### src/rtl/mem_req_arbiter.sv
// N-channel val/rdy memory request arbiter (fixed or round-robin) with an in-order
// tag FIFO that routes each memory response back to the channel that issued it.
module mem_req_arbiter #(
  parameter int unsigned NCH       = 2,
  parameter int unsigned AW        = 32,
  parameter int unsigned DW        = 32,
  parameter int unsigned RR        = 0,
  parameter int unsigned MAX_OUTST = 2
) (
  input  logic                    i_clk,
  input  logic                    i_rst_n,
  input  logic [NCH-1:0]          i_ch_req_val,
  output logic [NCH-1:0]          o_ch_req_rdy,
  input  logic [NCH-1:0]          i_ch_req_type,
  input  logic [NCH*AW-1:0]       i_ch_req_addr,
  input  logic [NCH*DW-1:0]       i_ch_req_wdata,
  output logic [NCH-1:0]          o_ch_resp_val,
  output logic [NCH*DW-1:0]       o_ch_resp_rdata,
  output logic                    o_mem_req_val,
  input  logic                    i_mem_req_rdy,
  output logic                    o_mem_req_type,
  output logic [AW-1:0]           o_mem_req_addr,
  output logic [DW-1:0]           o_mem_req_wdata,
  input  logic                    i_mem_resp_val,
  input  logic [DW-1:0]           i_mem_resp_rdata,
  output logic [$clog2(NCH)-1:0]  o_grant_id,
  output logic                    o_err_orphan
);

  localparam int unsigned CW = $clog2(NCH);
  localparam int unsigned PW = (MAX_OUTST > 1) ? $clog2(MAX_OUTST) : 1;
  localparam int unsigned NW = $clog2(MAX_OUTST + 1);

  logic [CW-1:0] r_rr_ptr;
  logic [CW-1:0] r_tag [MAX_OUTST];
  logic [PW-1:0] r_head;
  logic [PW-1:0] r_tail;
  logic [NW-1:0] r_cnt;
  logic          r_err_orphan;

  logic [CW-1:0] w_win;
  logic [CW-1:0] w_cand;
  logic          w_any;
  logic          w_full;
  logic          w_fire;
  logic          w_pop;

  // (a + k) mod NCH, valid for a < NCH and k <= NCH
  function automatic logic [CW-1:0] wrap_add(input logic [CW-1:0] a, input int unsigned k);
    int unsigned s;
    s = 32'(a) + k;
    if (s >= NCH) s = s - NCH;
    return CW'(s);
  endfunction

  function automatic logic [PW-1:0] ptr_inc(input logic [PW-1:0] p);
    return (32'(p) == MAX_OUTST - 1) ? '0 : p + 1'b1;
  endfunction

  // First valid channel in search order: 0..NCH-1 (fixed) or rr_ptr upward (RR)
  always_comb begin
    w_win  = '0;
    w_cand = '0;
    w_any  = 1'b0;
    for (int unsigned k = 0; k < NCH; k++) begin
      w_cand = (RR != 0) ? wrap_add(r_rr_ptr, k) : CW'(k);
      if (!w_any && i_ch_req_val[w_cand]) begin
        w_any = 1'b1;
        w_win = w_cand;
      end
    end
  end

  assign w_full        = (r_cnt == NW'(MAX_OUTST));
  assign o_mem_req_val = w_any & ~w_full;
  assign w_fire        = o_mem_req_val & i_mem_req_rdy;
  assign w_pop         = i_mem_resp_val & (r_cnt != '0);
  assign o_err_orphan  = r_err_orphan;
  assign o_grant_id    = w_win;

  always_comb begin
    o_ch_req_rdy         = '0;
    o_ch_req_rdy[w_win]  = w_fire;
    o_mem_req_type       = i_ch_req_type[w_win];
    o_mem_req_addr       = i_ch_req_addr[w_win*AW +: AW];
    o_mem_req_wdata      = i_ch_req_wdata[w_win*DW +: DW];
    o_ch_resp_val        = '0;
    o_ch_resp_rdata      = '0;
    if (w_pop) begin
      o_ch_resp_val[r_tag[r_head]]              = 1'b1;
      o_ch_resp_rdata[r_tag[r_head]*DW +: DW]   = i_mem_resp_rdata;
    end
  end

  always_ff @(posedge i_clk or negedge i_rst_n) begin
    if (!i_rst_n) begin
      r_rr_ptr     <= '0;
      r_head       <= '0;
      r_tail       <= '0;
      r_cnt        <= '0;
      r_err_orphan <= 1'b0;
      for (int unsigned i = 0; i < MAX_OUTST; i++) r_tag[i] <= '0;
    end else begin
      if (w_fire) begin
        r_tag[r_tail] <= w_win;
        r_tail        <= ptr_inc(r_tail);
        if (RR != 0) r_rr_ptr <= wrap_add(w_win, 1);
      end
      if (w_pop) r_head <= ptr_inc(r_head);
      if (w_fire && !w_pop) begin
        r_cnt <= r_cnt + 1'b1;
      end else if (!w_fire && w_pop) begin
        r_cnt <= r_cnt - 1'b1;
      end
      if (i_mem_resp_val && (r_cnt == '0)) r_err_orphan <= 1'b1;
    end
  end

endmodule

### config.mk
export PLATFORM = sky130hd
export DESIGN_NAME = mem_req_arbiter
export DESIGN_NICKNAME = d
export VERILOG_FILES = /design/src/rtl/mem_req_arbiter.sv
export SDC_FILE = /design/constraint.sdc
export NUM_CORES = 1
export LEC_CHECK = 0
export CORE_AREA = 2 2 117 119
export CTS_CLUSTER_SIZE = 25
export DETAILED_ROUTE_END_ITERATION = 10
export DIE_AREA = 0 0 119 121
export DONT_BUFFER_PORTS = 1
export HOLD_SLACK_MARGIN = 0.15
export SLEW_MARGIN = 10
export SYNTH_ARGS = -nofsm -noshare
export SYNTH_HDL_FRONTEND = slang
export SYNTH_SLANG_ARGS = --single-unit
### constraint.sdc
create_clock -name i_clk -period 4.3 [get_ports i_clk]
set_clock_uncertainty 0.2 [all_clocks]
set_input_delay 0.43 -clock i_clk [delete_from_list [all_inputs] [get_ports i_clk]]
set_output_delay 0.43 -clock i_clk [all_outputs]
set_load 0.05 [all_outputs]
# Word-level counts from Yosys, hierarchy flattened

Cells that the tools add are included.

Register bits after elaboration: 7
Bits in latches: 0
Memory bits (writable): 0
Bits in read-only memories: 0
Output and inout port bits: 136
Word-level logic and storage cells: 65
Memories kept: 0

Add/subtract/negate cells: 5
$mul: 0
Divide/modulo/power cells: 0
Magnitude comparators: 7
Eq/ne operators: 1
Shift operators: 4
Multiplexer cells: 21
Bitwise gates (word level): 8
Reductions and logical operators: 13

Operators by type and width:

| cell                     | number |
|---|---|
| $shiftx 64x7->32         | 2 |
| $and 64x64->64           | 1 |
| $mux 64                  | 1 |
| $shift 32x34->64 const A | 1 |
| $shiftx 32x34->64        | 1 |
| $neg 6->34               | 1 |
| $mux 1                   | 13 |
| $logic_and 1x1->1        | 7 |
| $mux 2                   | 3 |
| $ge 2x2->1 const B       | 2 |
| $lt 1x2->1 const B       | 2 |
| $not 1->2                | 2 |
| $reduce_bool 2->1        | 2 |
| $and 1x1->1              | 3 |
| $demux 1 s1              | 3 |
| $logic_not 1->1          | 3 |
| $add 1x1->1 const B      | 2 |
| $add 2x1->2 const B      | 1 |
| $and 2x2->2              | 1 |
| $bwmux 2                 | 1 |
| $eq 2x2->1 const B       | 1 |
| $ge 1x1->1 const B       | 2 |
| $logic_not 2->1          | 1 |
| $lt 2x1->1 const B       | 1 |
| 2 further kinds          | 2 |

# Logic depth before layout (Yosys ltp)

Gate-level depths: netlist of the first run.

Word-level depth: 10
Depth in mapped cells: 8
Mapped depth without buffers: 7

# Least setup slack after synthesis of the first run

Ideal clock, no wire load.

Path type: input-to-output
Start: in i_ch_req_val[0]
End: out o_ch_req_rdy[0]
Arrival: 1900 ps
Required time: 3670 ps
Setup slack: 1770 ps
Cell stages on the path: 5
Path buffers: 2
Path through: nand2b_1 clkbuf_1 inv_2 clkbuf_1 nor2_1

Cells in the longest elaborated chain, start to end: 9
Elaborated cells between the ends (all ways): 13
Classes of those cells: order compare (2); mux (5); bitwise (3); reduce/logical (3)

RTL lines:

| item                                                                  | line | text |
|---|---|---|
| start, declared                                                       | 12   | `input logic [NCH-1:0] i_ch_req_val,` |
| $mux 1 *                                                              | 67   | `if (!w_any && i_ch_req_val[w_cand]) begin` |
| $logic_not 1->1 *                                                     | 67   |  |
| $logic_and 1x1->1 *                                                   | 67   |  |
| $mux 1 *                                                              | 67   |  |
| net o_grant_id                                                        | 26   | `output logic [$clog2(NCH)-1:0] o_grant_id,` |
| $lt 1x2->1 (implied by the code) / $ge 1x1->1 (equally long branches) | 83   | `o_ch_req_rdy[w_win] = w_fire;` |
| $logic_and 1x1->1 (implied by the code)                               | 83   |  |
| $mux 1 (implied by the code)                                          | 83   |  |
| $demux 1 s1 *                                                         | 83   |  |
| $and 2x2->2 (no line) *                                               | n/a  |  |
| end, declared                                                         | 13   | `output logic [NCH-1:0] o_ch_req_rdy,` |

The timed path passes the listed nets; every way through them passes the cells marked *.

# Worst setup path after layout of the first run

Start: reg r_cnt[0]
End: out o_ch_resp_rdata[63]

Cells in the longest elaborated chain, start to end: 3

RTL lines:

| item                   | line | text |
|---|---|---|
| start, declared        | 38   | `logic [NW-1:0] r_cnt;` |
| start signal, assigned | 111  | `r_cnt <= r_cnt + 1'b1;` |
| start signal, assigned | 113  | `r_cnt <= r_cnt - 1'b1;` |
| $reduce_bool 2->1      | 77   | `assign w_pop = i_mem_resp_val & (r_cnt != '0);` |
| $and 1x1->1            | 77   |  |
| $mux 64                | 89   | `if (w_pop) begin` |
| end, declared          | 18   | `output logic [NCH*DW-1:0] o_ch_resp_rdata,` |

No other way between the ends.

==> impl_metrics.py, run 1 <==
metrics = {
    "status": {
        "outcome": "finished clean",
    },
    "synth": {
        "synth_edf_count": 0,
        "synth_area_per_cell_um2": 5.00,
        "ys_types": 21,
        "synth_nets": 485,
        "yosys-top-cells-area": "nand2_1 (47%), and2_1 (25%), dfrtp_1 (11%), clkbuf_1 (3.1%), buf_2 (2.9%)",
        "synth_flop_cell": "dfrtp_1",
        "synthCells": 316,
        "ys_seq_elements": 7,
        "yosysWarningCount": 0,
        "yosys.area.top_type": "nand2_1",
        "yosys.area.top_type_share_pct": 46.6,
        "yosysSeqAreaShare_pct": 11.1,
        "synthArstFlopShare_pct": 100,
        "syn_area_um2": 1580,
    },
    "route": {
        "num_vias": 1948,
        "wl_per_cell_um": 14.1,
        "first_pass_iters": 4,
        "drt_wl_total_mm": 6.80,
        "initialDrtViolationCount": 97,
        "ant_nets": 0,
        "drc": 0,
        "viasPerCell": 4.05,
    },
    "global_route": {
        "grt_pass1_wl_mm": 8.18,
        "grt_usage_pct": 7.63,
        "grt_start_max_net_pins": 68,
        "grt_pass1_vias": 1500,
        "antenna_found_initial": 1,
        "globalRouteOverflowTotal": 0,
    },
    "critical_path": {
        "worst_ep_required_time_ns": 3.67,
        "critPathKind": "flop to output port",
        "start_kind": "flop",
        "arrival_ns": 2.35,
        "r2r-start": "r_cnt[1]$_DFFE_PN0P_",
        "critical_path.max_fanout": 21,
        "startpoint": "r_cnt[0]$_DFFE_PN0P_",
        "crit_path_end_kind": "output port",
    },
    "placement": {
        "dp_hpwl_mm": 5.95,
        "port_buffers": 0,
        "gp_congestion": 0.871,
    },
    "sta": {
        "fin_crit_sh_pct": 69.4,
        "setup_violations": 0,
        "finalMaxSlewViolations": 0,
        "rsz0062_at_grt": "false",
        "worst_pin_slew_ns": 0.918,
        "tns_ns": 0,
        "slew_headroom_pct": 38.5,
        "finalHoldViolCount": 0,
        "fmax_mhz": 335,
        "whs_ns": 0.222,
        "fin_crit_ns": 2.98,
    },
    "power_and_ir_drop": {
        "peakVddDrop_uv": 177,
        "p_per_area_nw_per_um2": 694,
        "leakagePower_nw": 0.984,
    },
    "clock_network": {
        "clock_sinks": 7,
        "clk_path_buf_depth": 2,
        "cts_tree": "yes",
        "clkLatencyLatePin_ns": 0.23,
        "clk_transition_reported_paths_ns": 0.03,
        "htreeDepth": 1,
        "postCtsSetupRepairBufs": 0,
        "cts_buffers": 3,
        "cts_root_buffer": "clkbuf_16",
    },
    "floorplanning": {
        "die_width_um": 119,
        "fp-row-count": 42,
        "ios": 304,
        "die_area_um2": 14400,
        "initial_core_util_pct": 12.1,
        "die_h_um": 121,
        "core-area_um2": 13100,
    },
    "final_layout": {
        "finish.utilization_pct": 14.1,
        "nets": 474,
        "syn_to_final_growth_pct": 16.8,
        "fillers": 1518,
        "seq_area_um2": 175,
        "layout-drive-gt1-share_pct": 3.95,
        "multi_input_area_um2": 1310,
    },
    "worst_hold_path": {
        "worstHoldStart": "i_mem_req_rdy",
        "min_path_type": "input pin to flop",
    },
    "job": {
        "cap_violations": 0,
    },
}
[sequential cells by signal, summed over array words and instances (netlist names)]
name	cells
r_tag	2
o_err_orphan	1
r_tail	1
r_head	1
r_cnt	2
[power breakdown]
part / total (mW) / internal, mW / leakage (nW) / switching, mW
Combinational: 1.00 / 0.144 / 0.865 / 0.856
Sequential: 0.123 / 0.0958 / 0.0814 / 0.0276
Clock: 0.156 / 0.123 / 0.0382 / 0.0330
Total: 1.28 / 0.363 / 0.984 / 0.917
[cells by family (layout without fill, tap and decap cells)]
group / count (synthesis) / count (layout) / share of synthesized area [%]
xor+xnor: 5 / 5 / 2.77
flops: 7 / 7 / 11.1
mux: 2 / 2 / 1.35
simple gates: 272 / 272 / 75.5
compound gates: 4 / 4 / 1.82
other cells: 0 / 1 / 0
buf+inv: 25 / 13 / 6.66
fa+ha+maj: 1 / 1 / 0.792
[layout make-up]
type                    count  share of cell area [%]
diodes                      1                   0.136
flip-flops and latches      7                    9.50
repair buffers              6                    2.71
inverters                   3                   0.611
well taps                 176                    11.9
multi-input cells         284                    70.8
clock buffers               4                    4.27
[per-stage QoR]
stage | instance area (um2) | power (mW) | instances | setup WS [ns]
after global placement | 1740 | 1.12 | 474 | 1.59
after floorplan | 1580 | 1.06 | 316 | 1.77
final | 1840 | 1.28 | 481 | 1.32
after detailed placement | 1740 | 1.13 | 474 | 1.55
after global routing | 1840 | 1.34 | 481 | 1.16
after CTS | 1840 | 1.29 | 480 | 1.31
[placed cells by master (no fill, tap or decap), types with 2 or more instances in the layout]
master	instances
and2_1	64
buf_4	4
xnor2_1	3
nand2_1	196
clkbuf_16	3
xor2_1	2
dfrtp_1	7
nor2_1	6
inv_1	2
dlygate4sd3_1	2
[per-layer routing]
layer | wire length (um) | vias up | track usage, %
met5 | 0 | - | 0
met4 | 291 | 0 | 4.61
met3 | 686 | 16 | 0.611
met2 | 3340 | 195 | 13.7
met1 | 2480 | 822 | 8.84
li1 | - | 915 | -
[critical path: stages (launching register included)]
cell     delay [ns]
dfrtp_1        0.42
o21ai_1        0.17
nor2_2         0.71
buf_4          0.33
and2_1         0.48
[cell usage after synthesis, types with 2 or more instances]
cell type / count
nand2_1: 196
and2_1: 64
clkbuf_1: 13
buf_2: 9
dfrtp_1: 7
nor2_1: 7
xnor2_1: 3
inv_1: 2
nor2b_1: 2
xor2_1: 2
[worst paths after layout]
kind | end | slack (ns) | depth (start not counted)
hold / removal | r_tag[1]$_DFFE_PN0P_ | 0.22 | 3
hold reg to reg | r_head$_DFFE_PN0P_ | 0.29 | 1
setup reg to reg | r_cnt[1]$_DFFE_PN0P_ | 2.32 | 6
max in group asynchronous | r_tail$_DFFE_PN0N_ | 3.32 | 1
setup / recovery | o_ch_resp_rdata[63] | 1.32 | 4
min in group asynchronous | o_err_orphan$_DFFE_PN0P_ | 0.33 | 1
[timing repair]
item | CTS | global route
hold buffers | 2 | 0
resized for setup | 0 | 0
hold endpoints to repair | 8 | 0
Note: power is estimated with default switching activity, not from simulation.
==> inputs of run 2 (changes only) <==
- clock period: 4.3 -> 2.84 ns (I/O delays scaled with it)
==> run 2 against run 1 <==
  * Via count rose by 18%
  * Sequential cell count is the same
  * Hold slack lost 0.046 ns
  * Critical endpoint is now o_ch_resp_rdata[9]
  * Sequential share of layout area decreased by 4.4 points
  * Non-clock buffer count grew 100
  * Setup slack got worse by 0.86 ns
  * First-iteration DRC count fell by 41%
  * Combinational power grew 100%
  * Sequential power up 52%
  * Final cell count is 21% higher
  * Design area grew 85%
  * Highest routed layer unchanged
==> impl_metrics.py, run 2 (same netlist as run 1, synthesis figures left out) <==
metrics = {
    "status": {
        "outcome": "finished clean",
    },
    "clock_network": {
        "cts_tree": "yes",
        "ctsResizeCount": 0,
        "clock_sinks": 7,
        "clkLatencyLatePin_ns": 0.23,
        "htreeDepth": 1,
        "cts_buffers": 3,
        "clk_path_buf_depth": 2,
        "clk_transition_reported_paths_ns": 0.03,
        "cts_root_buffer": "clkbuf_16",
    },
    "sta": {
        "slew_headroom_pct": 56.7,
        "tns_ns": 0,
        "setup_violations": 0,
        "finalMaxSlewViolations": 0,
        "fin_crit_ns": 2.38,
        "worst_pin_slew_ns": 0.650,
        "finalHoldViolCount": 0,
        "fmax_mhz": 420,
        "fin_crit_sh_pct": 83.9,
        "rsz0062_at_grt": "false",
    },
    "route": {
        "first_pass_iters": 4,
        "wl_met3_um": 745,
        "initialDrtViolationCount": 57,
        "met2_length_mm": 3.97,
        "drc": 0,
        "num_vias": 2307,
        "viasPerCell": 3.98,
        "ant_nets": 0,
        "routed.top_layer": "met4",
        "wl_per_cell_um": 13.4,
        "drt_wl_total_mm": 7.76,
        "wl_met1_mm": 2.97,
    },
    "job": {
        "cap_violations": 0,
    },
    "final_layout": {
        "seq_area_um2": 175,
        "reg_top3": "r_cnt: 2 flops, r_tag: 2 flops",
        "layout-drive-gt1-share_pct": 27.5,
        "finish.utilization_pct": 26.1,
        "layout_common_cells": "nand2_1 (196), buf_12 (66), and2_1 (64), buf_4 (37), dfrtp_1 (7)",
        "layout_commonest_cell": "nand2_1",
        "nets": 574,
        "antenna_cells": 0,
        "fillers": 1394,
        "syn_to_final_growth_pct": 117,
        "multi_input_area_um2": 1310,
    },
    "critical_path": {
        "worst_ep_required_time_ns": 2.36,
        "crit_path_end_kind": "output port",
        "arrival_ns": 1.90,
        "critical_path.max_fanout": 33,
        "start_kind": "flop",
        "critPathKind": "flop to output port",
    },
    "power_and_ir_drop": {
        "peakVddDrop_uv": 270,
        "p_per_area_nw_per_um2": 719,
        "leakagePower_nw": 1.77,
    },
    "global_route": {
        "grt_start_max_net_pins": 68,
        "antenna_found_initial": 0,
        "globalRouteOverflowTotal": 0,
        "grt_pass1_vias": 2020,
        "grt_usage_pct": 9.22,
        "grt_pass1_wl_mm": 10.5,
    },
    "floorplanning": {
        "die_width_um": 119,
        "core-area_um2": 13100,
        "die_area_um2": 14400,
        "initial_core_util_pct": 12.1,
        "ios": 304,
        "fp-row-count": 42,
        "die_h_um": 121,
    },
    "placement": {
        "port_buffers": 0,
        "gp_congestion": 0.806,
        "dp_hpwl_mm": 6.72,
    },
    "worst_hold_path": {
        "min_path_type": "input pin to asynchronous set/reset pin",
    },
}
[run 2: changes by cell type in the layout (fill, tap and decap cells not counted)]
cell	delta
diode_2	-1
dlygate4sd3_1	+1
buf_4	+33
buf_12	+66
[run 2: final timing paths]
path / startpoint / end / slack (ns) / cells past startpoint
worst max-delay path: r_head$_DFFE_PN0P_ / o_ch_resp_rdata[9] / 0.46 / 4
min in group i_clk: i_mem_req_rdy / r_tag[0]$_DFFE_PN0P_ / 0.18 / 3
worst max register to register: r_cnt[1]$_DFFE_PN0P_ / r_cnt[1]$_DFFE_PN0P_ / 0.86 / 7
worst min register to register: r_head$_DFFE_PN0P_ / r_head$_DFFE_PN0P_ / 0.29 / 1
max in group asynchronous: i_rst_n / r_head$_DFFE_PN0P_ / 2.04 / 1
worst min-delay path: i_rst_n / o_err_orphan$_DFFE_PN0P_ / 0.18 / 1
[run 2: critical path: stages, from the launching register on]
cell     delay [ns]
dfrtp_1        0.36
mux2i_1        0.27
nor2b_2        0.18
buf_4          0.34
and2_1         0.50
[run 2: metal layers]
layer | up-vias | track usage [%]
met5 | - | 0
met4 | 0 | 2.16
met3 | 6 | 1.08
met2 | 201 | 17.1
met1 | 989 | 11.3
li1 | 1111 | -
[run 2: layout make-up]
class | count | share of cell area, %
clock buffers | 4 | 2.30
inverters | 3 | 0.329
multi-input cells | 284 | 38.2
flip-flops and latches | 7 | 5.12
well taps | 176 | 6.44
repair buffers | 106 | 47.6
[run 2: report_power, final]
group	switching (mW)	leakage, nW	internal, mW
combinational	1.40	1.66	0.634
sequential	0.0421	0.0814	0.145
clock	0.0495	0.0382	0.186
[run 2: what timing repair did]
item                                   4_1_cts  5_1_grt
setup endpoints to repair                    0        0
hold buffers                                 3        0
endpoints found under the hold margin        9        0
setup buffers                                0        0
[run 2: metrics by stage]
| stage | total power, mW | std cells | setup WS (ns) | hold slack, ns | area (um2) |
|---|---|---|---|---|---|
| after detailed placement | 2.23 | 573 | 0.698 | -0.211 | 3310 |
| after global routing | 2.56 | 580 | 0.330 | 0.183 | 3420 |
| after CTS | 2.48 | 580 | 0.451 | 0.178 | 3420 |
| final | 2.46 | 580 | 0.458 | 0.176 | 3420 |
| after global placement | 2.21 | 573 | 0.739 | -0.211 | 3310 |
| after floorplan | 1.60 | 316 | 0.602 | -0.212 | 1580 |
